===== config.mk =====
export PLATFORM = sky130hd
export DESIGN_NAME = qtcore_scan_driver
export DESIGN_NICKNAME = d
export VERILOG_FILES = /design/src/rtl/qtcore_scan_pkg.sv /design/src/rtl/scan_byte_serdes.sv /design/src/rtl/qtcore_scan_driver.sv
export SDC_FILE = /design/constraint.sdc
export NUM_CORES = 1
export LEC_CHECK = 0
export ABC_CLOCK_PERIOD_IN_PS = 1800
export BUFFER_PORTS_ARGS = -buffer_cell sky130_fd_sc_hd__buf_2
export CELL_PAD_IN_SITES_DETAIL_PLACEMENT = 0
export CELL_PAD_IN_SITES_GLOBAL_PLACEMENT = 2
export CORE_ASPECT_RATIO = 2
export CORE_MARGIN = 1.5
export CORE_UTILIZATION = 34
export DETAILED_ROUTE_END_ITERATION = 12
export PLACE_DENSITY = 0.85
export SLEW_MARGIN = 15
export SYNTH_ARGS = -nofsm -noshare
export SYNTH_HDL_FRONTEND = slang
export SYNTH_SLANG_ARGS = --single-unit

===== constraint.sdc =====
create_clock -name clk -period 1.8 [get_ports clk]
set_input_delay 0.36 -clock clk [delete_from_list [all_inputs] [get_ports clk]]
set_output_delay 0.36 -clock clk [all_outputs]
set_load 0.005 [all_outputs]

===== src/rtl/qtcore_scan_pkg.sv =====
// Shared constants and state encoding for the qtcore scan-chain driver.
package qtcore_scan_pkg;

    localparam int CHAIN_LEN_DEFAULT = 168;
    localparam int BYTES             = CHAIN_LEN_DEFAULT / 8;

    typedef enum logic [1:0] {
        IDLE  = 2'd0,
        LOAD  = 2'd1,
        SHIFT = 2'd2,
        EMIT  = 2'd3
    } scan_state_e;

endpackage


===== src/rtl/scan_byte_serdes.sv =====
// One byte of scan traffic: parallel-in/serial-out toward the chain head and
// serial-in/parallel-out from the chain tail, with a bit counter.
module scan_byte_serdes (
    input  logic       clk,
    input  logic       rst_n,
    input  logic       load,
    input  logic       shift,
    input  logic [7:0] load_data,
    input  logic       ser_in,
    output logic       ser_out,
    output logic [7:0] par_out,
    output logic       last_bit
);

    logic [7:0] tx_sr_r;
    logic [7:0] rx_sr_r;
    logic [2:0] bit_cnt_r;

    // Shift registers and bit counter; MSB leaves first, tail bit enters at LSB.
    always_ff @(posedge clk or negedge rst_n) begin
        if (!rst_n) begin
            tx_sr_r   <= 8'h00;
            rx_sr_r   <= 8'h00;
            bit_cnt_r <= 3'd0;
        end else if (load) begin
            tx_sr_r   <= load_data;
            bit_cnt_r <= 3'd0;
        end else if (shift) begin
            tx_sr_r   <= {tx_sr_r[6:0], 1'b0};
            rx_sr_r   <= {rx_sr_r[6:0], ser_in};
            bit_cnt_r <= bit_cnt_r + 3'd1;
        end else begin
            tx_sr_r   <= tx_sr_r;
            rx_sr_r   <= rx_sr_r;
            bit_cnt_r <= bit_cnt_r;
        end
    end

    assign ser_out  = tx_sr_r[7];
    assign par_out  = rx_sr_r;
    assign last_bit = (bit_cnt_r == 3'd7);

endmodule


===== src/rtl/qtcore_scan_driver.sv =====
// Byte-stream initiator for the qtcore scan chain: loads a new chain image
// while unloading the previous one, one byte per LOAD/SHIFT/EMIT round.
module qtcore_scan_driver
    import qtcore_scan_pkg::*;
#(
    parameter int CHAIN_LEN = CHAIN_LEN_DEFAULT
) (
    input  logic       clk,
    input  logic       rst_n,
    input  logic       start,
    output logic       busy,
    output logic       done,
    input  logic [7:0] in_data,
    input  logic       in_valid,
    output logic       in_ready,
    output logic [7:0] out_data,
    output logic       out_valid,
    input  logic       out_ready,
    output logic       scan_enable_n,
    output logic       scan_in,
    input  logic       scan_out
);

    localparam int               NUM_BYTES = CHAIN_LEN / 8;
    localparam int               CNT_W     = $clog2(NUM_BYTES + 1);
    localparam logic [CNT_W-1:0] LAST_BYTE = CNT_W'(NUM_BYTES - 1);

    scan_state_e      state_r;
    logic [CNT_W-1:0] byte_cnt_r;
    logic             busy_r;
    logic             done_r;
    logic             out_valid_r;
    logic             scan_enable_n_r;

    logic             load_s;
    logic             shift_s;
    logic             last_bit_s;

    assign in_ready = (state_r == LOAD);
    assign load_s   = (state_r == LOAD) && in_valid;
    assign shift_s  = (state_r == SHIFT);

    scan_byte_serdes u_serdes (
        .clk       (clk),
        .rst_n     (rst_n),
        .load      (load_s),
        .shift     (shift_s),
        .load_data (in_data),
        .ser_in    (scan_out),
        .ser_out   (scan_in),
        .par_out   (out_data),
        .last_bit  (last_bit_s)
    );

    // Pass sequencing; scan_enable_n is a flop so the chain sees a clean,
    // registered enable that drops exactly on the handshake edge.
    always_ff @(posedge clk or negedge rst_n) begin
        if (!rst_n) begin
            state_r         <= IDLE;
            byte_cnt_r      <= '0;
            busy_r          <= 1'b0;
            done_r          <= 1'b0;
            out_valid_r     <= 1'b0;
            scan_enable_n_r <= 1'b1;
        end else begin
            done_r <= 1'b0;
            case (state_r)
                IDLE: begin
                    if (start) begin
                        state_r    <= LOAD;
                        busy_r     <= 1'b1;
                        byte_cnt_r <= '0;
                    end
                end
                LOAD: begin
                    if (in_valid) begin
                        state_r         <= SHIFT;
                        scan_enable_n_r <= 1'b0;
                    end
                end
                SHIFT: begin
                    if (last_bit_s) begin
                        state_r         <= EMIT;
                        scan_enable_n_r <= 1'b1;
                        out_valid_r     <= 1'b1;
                    end
                end
                EMIT: begin
                    // Next byte is only taken once this one has been consumed.
                    if (out_ready) begin
                        out_valid_r <= 1'b0;
                        byte_cnt_r  <= byte_cnt_r + CNT_W'(1);
                        if (byte_cnt_r == LAST_BYTE) begin
                            done_r  <= 1'b1;
                            busy_r  <= 1'b0;
                            state_r <= IDLE;
                        end else begin
                            state_r <= LOAD;
                        end
                    end
                end
                default: begin
                    state_r         <= IDLE;
                    busy_r          <= 1'b0;
                    out_valid_r     <= 1'b0;
                    scan_enable_n_r <= 1'b1;
                end
            endcase
        end
    end

    assign busy          = busy_r;
    assign done          = done_r;
    assign out_valid     = out_valid_r;
    assign scan_enable_n = scan_enable_n_r;

endmodule


==> out/qor.csv <==
metric,value,unit
fin area,0.001748,mm2
pin count of the biggest net entering global routing,31,
setup bufs post-CTS,0,
Final nets,185,
pwr dens,1632,mW/mm2
CTS HTree Levels,2,
CTS tree,built,
outcome,finished clean,
antenna fix cells,0,
Avg WL per Cell,12.69,um
CP required,1.96,ns
Mapped Nets,153,
Slew @ Worst Pin,0.6786,ns
"Seq/Total Area, Yosys",51.86,%
CP peak stage delay,0.39,ns
post-DP HPWL,2065,um
number of global-route vias before repair,1104,
Max Fanout on Critical Path,11,
"commonest non-fill, non-tap cell in the layout",dfrtp_1,
Max Buffers Root-to-Sink,2,
"Remaining Overflow, GRT",0,
die footprint,0.004690,mm2
Synth Cell Area,0.001450,mm2
Setup crit end kind,register,
root buffer cell,clkbuf_8,
Worst setup SP type,register,
share of cells above drive strength 1,30.49,%
Die Span Y,95.36,um
worst clock skew,0.005910,ns
MaxCap Viol Count,0,
worst path cell trace,ha_1 > or2b_2 > and4_4 > o21ai_0 > a22oi_1,
I/O Buffers,27,
Final min period,1.611,ns
leakage power,0.0008318,uW
CTS Buf Count,5,
Yosys cell types,27,
final clock period utilization by the worst path,89.51,%
area grow syn2layout,20.54,%
Tot GR Track Use,13.82,%
Max Slew Vio Count,0,
Core ar.,0.004088,mm2
synthesized flop and latch total,30,
most frequent cells in the layout,"dfrtp_1, buf_2, nand2_1",
row count,33,
clk_lat worst skew,0.28,ns
RSZ-0062 raised after global routing,false,
Die Wd,49.18,um
Initial Utilization,35.48,%
Detailed Routing Iterations Pass 1,4,
Highest Clock Rate,620.7,MHz
setup tns final,0,ns
clock-pin slew on the worst setup and hold paths,0.07,ns
Post-Place Cells,208,
drt via density,4.907,
gpl congestion,0.8297,
Post-Route Utilization,42.76,%
Non-Filler Instances,216,
first-pass GRT wire length,4885,um
dpl cell area,0.001658,mm2
Post-DRT Antenna Nets,0,
drc violations,0,
Final setup viols,0,
cells after synthesis,131,
antenna violations before repair,0,
via count,1060,
CP arrival,1.77,ns
Synthesis Warnings,0,
"Hold-fix buffers, CTS",0,
Max transition margin,54.76,%
Starting DRT DRC Count,16,
io pins,28,
CP max-delay cell,dfrtp_1,
Hold Path Class,input port to async pin,
"Hold Vio Cnt, Final",0,
final WL,2740,um
Sink Count,30,
Syn Area/Cell,11.07,um2
post-CTS resize count,0,
type of the worst setup path,register to register,
peak supply drop,746.1,uV
==> routing by layer <==
layer	global-route usage (%)	up-vias	part of all wire, %	wire length (um)
li1	-	516	-	-
met1	14.19	514	39	1056
met2	24.21	25	54	1466
met3	4.232	5	5.5	150
met4	8.333	0	2.4	67
met5	0	-	0	0
==> final cells by class <==
class | count | area [um2]
repair buffers | 30 | 170.2
well taps | 52 | 65.06
flip-flops and latches | 30 | 752.0
clock buffers | 5 | 68.82
multi-input cells | 90 | 648.1
fillers | 409 | 2340
clock inverters | 3 | 21.27
inverters | 6 | 22.52
==> where the power goes <==
part	total (uW)	leakage, uW	internal (uW)	switching, uW
clock	532	0.0000441	271	262
combinational	1180	0.000413	600	578
sequential	1140	0.000375	961	182
==> kinds of logic after synthesis <==
kind of cell	count (synthesis)	synth area share [%]
AOI/OAI and AO/OA	23	9.060
adders and majority gates	8	6.903
buffers and inverters	11	3.451
muxes	19	14.15
DFF	30	51.86
xor gates and xnor gates	4	2.416
and+or+nand+nor	36	12.17
==> worst max-delay path, delay by kind of cell (launching register included) <==
family	cells	cell delay, ns
compound gates	2	0.16
fa+ha+maj	1	0.37
flops	1	0.39
simple gates	2	0.57
==> Yosys cell counts <==
library cell  count  area [um2]
dfrtp_1          29       725.7
nand2_1          14       52.55
o21ai_0          13       65.06
mux2i_1          10       100.1
ha_1              8       100.1
mux2_2            8       90.09
nor2_1            8       30.03
inv_1             6       22.52
a21oi_1           4       20.02
buf_2             4       20.02
and2_1            3       18.77
nand2b_1          3       18.77
nand3_1           3       15.01
xor2_1            3       26.28
a22o_1            2       17.52
nand4_1           2       12.51
a211oi_1          1       7.510
a22oi_1           1       7.510
and4_4            1       11.26
buf_4             1       7.510
dfstp_2           1       26.28
mux2_4            1       15.01
nand4b_1          1       8.760
o22ai_1           1       6.260
o31ai_1           1       7.510
or2b_2            1       8.760
xnor2_1           1       8.760
==> flip-flops by register name, summed over array words and instances, names as in the netlist <==
signal	cells
done	1
u_serdes.bit_cnt_r	3
busy	1
state_r	2
out_valid	1
byte_cnt_r	5
scan_enable_n	1
u_serdes.par_out	8
u_serdes.tx_sr_r	8
==> worst paths after layout <==
| check | startpoint | end | slack, ns | cells past startpoint |
|---|---|---|---|---|
| min in group clk | in_data[3] | u_serdes.tx_sr_r[3]$_DFFE_PN0P_ | 0.27 | 3 |
| min | rst_n | u_serdes.tx_sr_r[3]$_DFFE_PN0P_ | 0.11 | 1 |
| max | state_r[1]$_DFFE_PN0P_ | state_r[0]$_DFFE_PN0P_ | 0.19 | 5 |
| min reg2reg | u_serdes.par_out[7]$_DFFE_PN0P_ | u_serdes.par_out[7]$_DFFE_PN0P_ | 0.51 | 1 |
| max in group asynchronous | rst_n | u_serdes.bit_cnt_r[0]$_DFFE_PN0P_ | 1.25 | 1 |
| max reg2reg | state_r[1]$_DFFE_PN0P_ | state_r[0]$_DFFE_PN0P_ | 0.19 | 5 |
==> metrics by stage <==
step	total power [uW]	hold WS, ns	setup slack [ns]
after CTS	2912	0.1300	0.1678
after global placement	2301	0.4244	0.2540
after floorplan	1967	0.06441	0.3443
after detailed placement	2356	0.4412	0.1988
after global routing	3118	0.1631	0.06399
final	2853	0.1136	0.1888
Power figures use the tool's default switching activity.
